<file path="src/rtl/dmem_pkg.sv">
// Shared types and helpers for the data memory controller.
// Optional parity support (DMEM_PARITY_EN) uses the parity() helper.
package dmem_pkg;

   typedef enum logic {CLEAR, RUN} state_t;

   // Even-parity bit; callers zero-extend narrower words, which leaves the result unchanged.
   function automatic logic parity(input logic [63:0] data);
      return ^data;
   endfunction

endpackage

</file>
<file path="src/rtl/dmem_clear_seq.sv">
// Post-reset clear sequencer: sweeps every address once, then parks in RUN until the next reset.
// Owns the FSM, the sweep counter and init_busy.
module dmem_clear_seq
   import dmem_pkg::*;
#(
   parameter int ADDR_W = 5
) (
   input  logic              clk,
   input  logic              rst_n,
   output logic              clr_we,
   output logic [ADDR_W-1:0] clr_addr,
   output logic              init_busy
);

   state_t            r_state;
   state_t            w_state_nxt;
   logic [ADDR_W-1:0] r_cnt;
   logic [ADDR_W-1:0] w_cnt_nxt;

   always_ff @(posedge clk or negedge rst_n) begin
      if (!rst_n) begin
         r_state <= CLEAR;
         r_cnt   <= '0;
      end else begin
         r_state <= w_state_nxt;
         r_cnt   <= w_cnt_nxt;
      end
   end

   always_comb begin
      w_state_nxt = r_state;
      w_cnt_nxt   = r_cnt;
      clr_we      = 1'b0;
      clr_addr    = r_cnt;
      init_busy   = 1'b0;
      case (r_state)
         CLEAR: begin
            clr_we    = 1'b1;
            init_busy = 1'b1;
            w_cnt_nxt = r_cnt + 1'b1;
            // Last word is written on this edge; busy drops the cycle after.
            if (r_cnt == {ADDR_W{1'b1}}) w_state_nxt = RUN;
         end
         RUN: ;
         default: w_state_nxt = CLEAR;
      endcase
   end

endmodule

</file>
<file path="src/rtl/data_mem_ctrl.sv">
// Simple dual-port data memory with post-reset clear sweep, write-protected low region,
// registered read with write-first bypass. Define DMEM_PARITY_EN for per-word parity and rd_perr.
module data_mem_ctrl
   import dmem_pkg::*;
#(
   parameter int DATA_W    = 8,
   parameter int ADDR_W    = 5,
   parameter int PROT_TOP  = 16,
   parameter int CLEAR_VAL = 0
) (
   input  logic              clk,
   input  logic              rst_n,
   input  logic              wr_en,
   input  logic [ADDR_W-1:0] wr_addr,
   input  logic [DATA_W-1:0] wr_data,
   input  logic              rd_en,
   input  logic [ADDR_W-1:0] rd_addr,
   output logic [DATA_W-1:0] rd_data,
   output logic              rd_valid,
   output logic              init_busy,
   output logic              wr_err
`ifdef DMEM_PARITY_EN
  ,output logic              rd_perr
`endif
);

   localparam int              DEPTH = 2**ADDR_W;
   localparam logic [ADDR_W:0] P_TOP = (ADDR_W+1)'(PROT_TOP);
   localparam logic [DATA_W-1:0] P_CLR = DATA_W'(CLEAR_VAL);

   logic [DATA_W-1:0] r_mem [DEPTH];

   logic              w_clr_we;
   logic [ADDR_W-1:0] w_clr_addr;
   logic              w_prot;
   logic              w_user_we;
   logic              w_rd_acc;
   logic              w_bypass;
   logic              w_we;
   logic [ADDR_W-1:0] w_waddr;
   logic [DATA_W-1:0] w_wdata;
   logic [DATA_W-1:0] w_rd_word;

   dmem_clear_seq #(.ADDR_W(ADDR_W)) u_clear_seq (
      .clk       (clk),
      .rst_n     (rst_n),
      .clr_we    (w_clr_we),
      .clr_addr  (w_clr_addr),
      .init_busy (init_busy)
   );

   // PROT_TOP of 0 makes the comparison always false, disabling protection.
   assign w_prot    = ({1'b0, wr_addr} < P_TOP);
   assign w_user_we = wr_en & ~init_busy & ~w_prot;
   assign w_rd_acc  = rd_en & ~init_busy;
   assign w_bypass  = w_user_we & (wr_addr == rd_addr);

   assign w_we    = w_clr_we | w_user_we;
   assign w_waddr = w_clr_we ? w_clr_addr : wr_addr;
   assign w_wdata = w_clr_we ? P_CLR      : wr_data;

   always_ff @(posedge clk) begin
      if (w_we) r_mem[w_waddr] <= w_wdata;
   end

   assign w_rd_word = w_bypass ? wr_data : r_mem[rd_addr];

   always_ff @(posedge clk or negedge rst_n) begin
      if (!rst_n) begin
         rd_data  <= '0;
         rd_valid <= 1'b0;
         wr_err   <= 1'b0;
      end else begin
         rd_valid <= w_rd_acc;
         wr_err   <= wr_en & ~init_busy & w_prot;
         if (w_rd_acc) rd_data <= w_rd_word;
      end
   end

`ifdef DMEM_PARITY_EN
   logic r_par [DEPTH];
   logic w_rd_par;

   always_ff @(posedge clk) begin
      if (w_we) r_par[w_waddr] <= parity(64'(w_wdata));
   end

   assign w_rd_par = w_bypass ? parity(64'(wr_data)) : r_par[rd_addr];

   always_ff @(posedge clk or negedge rst_n) begin
      if (!rst_n) rd_perr <= 1'b0;
      else        rd_perr <= w_rd_acc & (parity(64'(w_rd_word)) != w_rd_par);
   end
`endif

endmodule
</file>
<file path="config.mk">
export PLATFORM = sky130hd
export DESIGN_NAME = data_mem_ctrl
export DESIGN_NICKNAME = d
export VERILOG_FILES = /design/src/rtl/dmem_pkg.sv /design/src/rtl/dmem_clear_seq.sv /design/src/rtl/data_mem_ctrl.sv
export SDC_FILE = /design/constraint.sdc
export NUM_CORES = 1
export LEC_CHECK = 0
export ABC_AREA = 1
export BUFFER_PORTS_ARGS = -buffer_cell sky130_fd_sc_hd__buf_2
export CAP_MARGIN = 20
export CORE_MARGIN = 3
export CORE_UTILIZATION = 50
export DETAILED_ROUTE_END_ITERATION = 10
export PLACE_DENSITY = 0.62
export SYNTH_ARGS = -nofsm -noshare
export SYNTH_HDL_FRONTEND = slang
export SYNTH_SLANG_ARGS = --single-unit
</file>
<file path="constraint.sdc">
create_clock -name clk -period 3.22 [get_ports clk]
set_clock_uncertainty 0.15 [all_clocks]
set_input_delay 0.322 -clock clk [delete_from_list [all_inputs] [get_ports clk]]
set_output_delay 0.322 -clock clk [all_outputs]
set_load 0.02 [all_outputs]
</file>
# Word level (Yosys, flattened, before mapping)

Memory sizes are Yosys's and may differ from the RTL's. A register that Yosys moved wholly into a read port is not among the register bits.
Cells that the tools add are included.

Bits in registers: 8
Memories: 1
Input port bits: 22
Word-level logic and storage cells: 22
Memory bits (writable): 256
Output and inout port bits: 11

Reductions and logical operators: 1
Multiplexer cells: 7
Order comparisons: 1
Equal/unequal tests: 1
Bitwise logic cells: 6
Add/subtract/negate cells: 1

Memory list:

| memory | words | bits a word | rd ports | clocked after Yosys merged registers in | wr ports | line                | RTL |
|---|---|---|---|---|---|---|---|
| r_mem  | 32    | 8           | 1        | 1                                       | 1        | data_mem_ctrl.sv:31 | `logic [DATA_W-1:0] r_mem [DEPTH];` |

Operators by type and width:

| kind                                                           | number |
|---|---|
| 8-bit 2-to-1 mux                                               | 1 |
| 5-bit by 1-bit adder with 5-bit output (second input constant) | 1 |
| 5-bit equality test (second input constant)                    | 1 |
| 5-bit less-than comparator (second input constant)             | 1 |
| 1-bit 2-to-1 mux                                               | 5 |
| 5-bit 2-to-1 mux                                               | 1 |
| 1-bit AND                                                      | 4 |
| 1-bit logical NOT                                              | 1 |
| 1-bit NOT                                                      | 1 |
| 1-bit bitwise OR                                               | 1 |

# Longest topological paths before layout

Gate-level depths: netlist of the first run.

Depth in word-level cells: 6
Depth in mapped cells: 13
Mapped depth without buffers: 11

# Cells and area by module

Synthesis of the first run repeated with hierarchy kept, for this count alone.

Cells, all modules: 1079
Area total of the unflattened synthesis: 11547.3 um^2

Modules (own cells, without submodules):

| module         | area an instance (um^2) | seq. area each (um^2) | cells an instance | times used |
|---|---|---|---|---|
| data_mem_ctrl  | 11252.0                 | 7937.6                | 1044              | 1 |
| dmem_clear_seq | 295.3                   | 150.1                 | 35                | 1 |

# Least setup slack after synthesis of the first run

OpenSTA, ideal clock, no wires.

Path type: register to register
From: reg u_clear_seq.r_state
To: mem r_mem[29][0] (enable)
Slack: 1.330 ns
Required time: 2.700 ns
Cell stages (with the launch flop): 7
Data arrival time: 1.370 ns
Library setup time: 0.370 ns
Period minus slack after synthesis: 1.890 ns
Path buffers: 1
Cells stage by stage: dfrtp_1 -> buf_4 -> nand2_1 -> inv_1 -> nor2_1 -> nand2_1 -> nor2_1

Word-level cells in the longest chain between the ends: 5
Elaborated cells between the ends (all ways): 7
Classes of those cells: mux (4); bitwise (3)

Ends and longest elaborated chain:

| element                                | line                 | RTL |
|---|---|---|
| start: declaration                     | dmem_clear_seq.sv:15 | `state_t r_state;` |
| start signal: assignment               | dmem_clear_seq.sv:25 | `r_state <= w_state_nxt;` |
| 1-bit AND (2 in a row)                 | data_mem_ctrl.sv:54  | `assign w_user_we = wr_en & ~init_busy & ~w_prot;` |
| 1-bit bitwise OR                       | data_mem_ctrl.sv:58  | `assign w_we = w_clr_we \| w_user_we;` |
| 1-bit 2-to-1 mux                       | data_mem_ctrl.sv:63  | `if (w_we) r_mem[w_waddr] <= w_wdata;` |
| 1-bit 2-to-1 mux (not written as such) | data_mem_ctrl.sv:63  |  |
| end: declaration                       | data_mem_ctrl.sv:31  |  |

Parallel ways exist; a longest one is shown, timed or not.

# Worst setup path after layout of the first run

From: reg u_clear_seq.r_state
To: mem r_mem[6][0] (enable)

Same word-level chain as after synthesis.

==> results of run 1 <==
[metal layers]
metal / vias up / wire length (µm) / global-route usage [%]
met4: 0 / 612 / 5.86
met2: 271 / 13200 / 35.7
met5: - / 0 / 0
met3: 48 / 1960 / 3.89
met1: 3786 / 12100 / 32.0
li1: 3777 / - / -
[final timing paths]
path                                     start                   to  depth (start not counted)
min                                 wr_data[7]           rd_data[7]                          5
max in group asynchronous                rst_n  u_clear_seq.r_state                          2
min in group asynchronous                rst_n           rd_data[3]                          2
min reg2reg                         rd_data[5]           rd_data[5]                          2
max                        u_clear_seq.r_state          r_mem[6][0]                          5
max reg2reg                u_clear_seq.r_state          r_mem[6][0]                          5
[worst max-delay path, cell delays in order (launching register included)]
cell	delay, ps
dfrtp_1	440
inv_2	220
o21ai_1	130
nor2_1	140
nand2_1	290
nor2_1	640
[power breakdown]
part           internal [µW]  switching (µW)  leakage (µW)
Combinational            143             375       0.00236
Sequential              3890            8.20       0.00250
Clock                   2020            1320      0.000464
[registers in the layout (all words and copies together), names as in the netlist]
signal                cells
wr_err                    1
u_clear_seq.r_state       1
rd_valid                  1
rd_data                   8
r_mem                   256
u_clear_seq.clr_addr      5
[area by class of cell]
type | count | area, µm²
sequential | 272 | 8090
multi-input combinational | 707 | 3020
fill | 1956 | 9550
clock inverter | 13 | 168
inverter | 63 | 238
clock buffer | 40 | 787
timing repair buffer | 70 | 531
tap | 313 | 392
[cell families (layout without fill, tap and decap cells)]
kind of cell / Yosys count / after routing
compound gates: 11 / 11
xor+xnor: 3 / 3
fa+ha+maj: 2 / 2
buf+inv: 121 / 186
flops: 272 / 272
simple gates: 691 / 691
[cell usage in the layout (no fill, tap or decap), drive strengths merged]
cell,netlist,layout
xor2,2,2
clkinv,1,9
o21ai,6,6
nand3,198,198
and3,1,1
a21oi,5,5
nand4,1,1
ha,2,2
nand2,426,426
buf,41,62
or2,1,1
dlygate4sd3,0,8
edfxtp,256,256
xnor2,1,1
nor2,64,64
inv,62,62
clkinvlp,0,1
clkbuf,17,40
dfrtp,16,16
bufinv,0,4
[metrics by stage]
step	setup slack (ps)	power, µW	cell area, µm²	utilization [%]	cells
floorplan	1330	4280	11600	-	1100
global placement	859	4480	12200	53.5	1417
detailed placement	832	4480	12200	53.5	1417
CTS	824	7790	13200	58.1	1478
global route	691	8000	13200	58.1	1478
finish	844	7750	13200	58.1	1478
[repair_timing]
item | 4_1_cts | 5_1_grt
hold buffers | 8 | 0
setup buffers | 0 | 0
hold endpoints to repair | 23 | 0
==> flow_metrics.tcl, run 1 <==
set metrics [dict create \
    outcome "completed" \
    min_period_ps 2380 \
    synthMostInstantiatedCell "nand2_1" \
    vdd.ir_drop.worst_v 0.000515 \
    setup_viol 0 \
    grt_pass1_vias 7389 \
    leakagePower_uw 0.00532 \
    cts_tree "done" \
    firstDrtPassIters 5 \
    relSlewSlack_pct 47.6 \
    cts_buffers 29 \
    clk_latency_ps 540 \
    die_h_um 158 \
    path_class "reg2reg" \
    start_util_pct 51.0 \
    syn_nets 1124 \
    drv_cap 0 \
    ys_types 27 \
    cts_max_level 1 \
    die_x_um 158 \
    syn_inst 1100 \
    synth_compound_gate_area_share_pct 0.506 \
    synth_ff_type "edfxtp_1" \
    hp-class "in2reg" \
    dp_hpwl_um 16600 \
    rsz0062_at_grt "false" \
    tightest_slew_ps 784 \
    nets 1167 \
    wl_per_cell_um 18.8 \
    synthArstFlopShare_pct 5.88 \
    powerDensity_mw_per_mm2 586 \
    synthSimpleGateAreaFrac_pct 25.0 \
    clock-sinks 272 \
    drt_iter0_markers 755 \
    io_pins 33 \
    finalMaxSlewViolations 0 \
    cts.reportedPaths.clkPinSlew_ps 60 \
    gp_congestion 0.832 \
    ant_nets 0 \
    worstPathArrival_ps 2400 \
    num_vias 7882 \
    grt_overflow 0 \
    grt_start_max_net_pins 130 \
    fp-row-count 55 \
    avgViaCountPerCell 5.33 \
    synth_top_family_by_area "simple AND/OR/NAND/NOR gates" \
    clk_path_buf_depth 3 \
    die_area_mm2 0.0251 \
    ys_seq_elements 272 \
    layout_worst_path_cycle_share_pct 73.8 \
    grt_pass1_wl_um 42400 \
    synthTopCellsByArea "edfxtp_1 66%, nand2_1 13%, nand3_1 8.5%" \
    r2r_slack_ps 840 \
    area_delta_synth_final_pct 13.7 \
    seq_area_frac_synth_pct 69.6 \
    track_usage_pct 22.3 \
    drc 0 \
    whs_ps 34.4 \
    syn-mean-instance-area_um2 10.6 \
    core_mm2 0.0228 \
    synthAdderAreaFrac_pct 0.215 \
    tns_ps 0 \
    fmaxAchievable_mhz 421 \
    port_buffers 32 \
    synth_edf_count 256 \
    wirelength_um 27800 \
    yosys.area_share.xor_xnor_pct 0.226 \
    root_buffer "clkbuf_16" \
    antenna_found_initial 0 \
    cts_resized 0 \
    antenna_cells 0 \
    drive_gt1_share_pct 10.5 \
    worstSetupEndpointType "register" \
    path_max_fanout 11 \
    synthMuxAreaShare_pct 0 \
    syn-cell-area_mm2 0.0116 \
    synthTopCellsByCount "417 x nand2_1, 256 x edfxtp_1, 197 x nand3_1" \
    start_kind "register" \
    synth_top_cell_by_area "edfxtp_1" \
    synth_top_area_share_pct 66.1 \
    ys_warn_count 0 \
    cp.required_ps 3240 \
    finalHoldViolCount 0 \
]
No activity file was read; power rests on OpenSTA's default activity.
==> inputs of run 2 (changes only) <==
clock period = 2.3 ns   (was 3.22 ns; I/O delays follow)
==> flow_metrics.tcl, run 2 (synthesis results as in run 1) <==
set metrics [dict create \
    outcome "completed" \
    drive_gt1_share_pct 12.8 \
    worstSetupEndpointType "register" \
    clock-sinks 272 \
    avgViaCountPerCell 5.39 \
    pwr-share-seq_pct 50.9 \
    max_flop_register "r_mem" \
    leakagePower_uw 0.00552 \
    layout_worst_path_cycle_share_pct 92.8 \
    worstPathArrival_ps 2240 \
    sw_frac_of_total_pct 22.5 \
    clk_path_buf_depth 3 \
    num_vias 8168 \
    tightest_slew_ps 786 \
    grt_pass1_vias 7560 \
    gp_congestion 0.874 \
    root_buffer "clkbuf_16" \
    vdd.ir_drop.worst_v 0.000887 \
    start_kind "register" \
    antenna_cells 0 \
    track_usage_pct 23.2 \
    power.internal_uw 8310 \
    clkPwrFrac_pct 41.9 \
    die_area_mm2 0.0251 \
    largest_reg_flops 256 \
    setup_viol 0 \
    ant_nets 0 \
    fin_cells 1515 \
    cts_buffers 29 \
    fp-row-count 55 \
    final_common_cell "nand2_1" \
    setup_slack_ps 166 \
    rsz0062_at_grt "false" \
    cts.reportedPaths.clkPinSlew_ps 60 \
    finalPower_uw 10700 \
    pwr-share-comb_pct 7.2 \
    finalHoldViolCount 0 \
    nets 1205 \
    die_h_um 158 \
    wl_per_cell_um 19.3 \
    relSlewSlack_pct 47.4 \
    drc 0 \
    path_class "reg2reg" \
    cts_max_level 1 \
    finalMaxSlewViolations 0 \
    start_util_pct 51.0 \
    cts_tree "done" \
    io_pins 33 \
    post-place-ws_ps 33.1 \
    dp_hpwl_um 17200 \
    antenna_found_initial 0 \
    area_delta_synth_final_pct 16.6 \
    drt_iter0_markers 951 \
    drv_cap 0 \
    die_x_um 158 \
    power.switching_uw 2410 \
    fin_util_pct 59.5 \
    firstDrtPassIters 5 \
    grt_pass1_wl_um 43600 \
    fmaxAchievable_mhz 469 \
    tns_ps 0 \
    cp.required_ps 2400 \
    clk_latency_ps 550 \
    min_period_ps 2130 \
    port_buffers 32 \
    path_max_fanout 12 \
    grt_overflow 0 \
    core_mm2 0.0228 \
    hp-class "in2reg" \
    final_cell_mix "416 x nand2_1, 256 x edfxtp_1, 197 x nand3_1" \
    powerDensity_mw_per_mm2 791 \
    grt_start_max_net_pins 70 \
    wirelength_um 29200 \
    dp_cells 1450 \
]
==> run 2: cell types whose count changed in the layout (fill, tap and decap cells not counted), moves of 2 or more <==
cell	previous run	this run
dlygate4sd3_1	8	13
clkbuf_1	9	6
buf_12	5	11
clkinv_1	4	9
buf_4	26	53
clkbuf_8	2	0
==> run 2: critical path, cell delays in order (launching register included) <==
cell,delay (ps)
dfrtp_2,490
inv_2,220
o21ai_1,130
nor2_1,170
nand2_1,70
buf_4,190
nor2_1,210
buf_4,200
==> run 2: final timing paths <==
| path | start | cells after the start | endpoint | slack [ps] |
|---|---|---|---|---|
| max | u_clear_seq.r_state | 7 | r_mem[2][1] | 170 |
| min | rd_en | 4 | rd_data[3] | 90 |
| max reg2reg | u_clear_seq.r_state | 7 | r_mem[2][1] | 170 |
| min reg2reg | rd_data[1] | 2 | rd_data[1] | 350 |
| max in group asynchronous | rst_n | 3 | u_clear_seq.r_state | 760 |
| min in group asynchronous | rst_n | 3 | rd_data[6] | 700 |
==> run 2: what timing repair did <==
item | CTS | global route
endpoints found under the hold margin | 27 | 0
buffers inserted | 0 | 0
gates resized for setup | 0 | 2
hold buffers | 13 | 0
setup endpoints to repair | 0 | 117
==> run 2: cell type report <==
type / count / area, µm²
Fill cell: 1893 / 9220
Clock inverter: 17 / 160
Clock buffer: 35 / 748
Inverter: 63 / 238
Tap cell: 313 / 392
Timing Repair Buffer: 108 / 903
Multi-Input combinational cell: 707 / 3020
Sequential cell: 272 / 8090
==> run 2: power groups by stage <==
stage	Clock, µW	Sequential, µW	Combinational [µW]
after floorplan	0	5580	414
after global placement	0	5560	742
after detailed placement	0	5560	749
after CTS	4560	5450	770
after global routing	4740	5450	844
final	4490	5460	775
==> run 2: layer usage <==
layer  share of wire, %  GRT usage, %  vias to the layer above
li1                   -             -                     3849
met1                 44          33.7                     3953
met2                 48          37.4                      313
met3                6.0          2.61                       53
met4                2.5          6.92                        0
met5                  0             0                        -
==> run 2: per-stage QoR <==
stage,hold slack [ps],area (µm²)
2_1_floorplan,-216,11600
3_3_place_gp,14.6,12500
3_5_place_dp,18.7,12500
4_1_cts,61.5,13600
5_1_grt,161,13600
6_report,85.3,13600
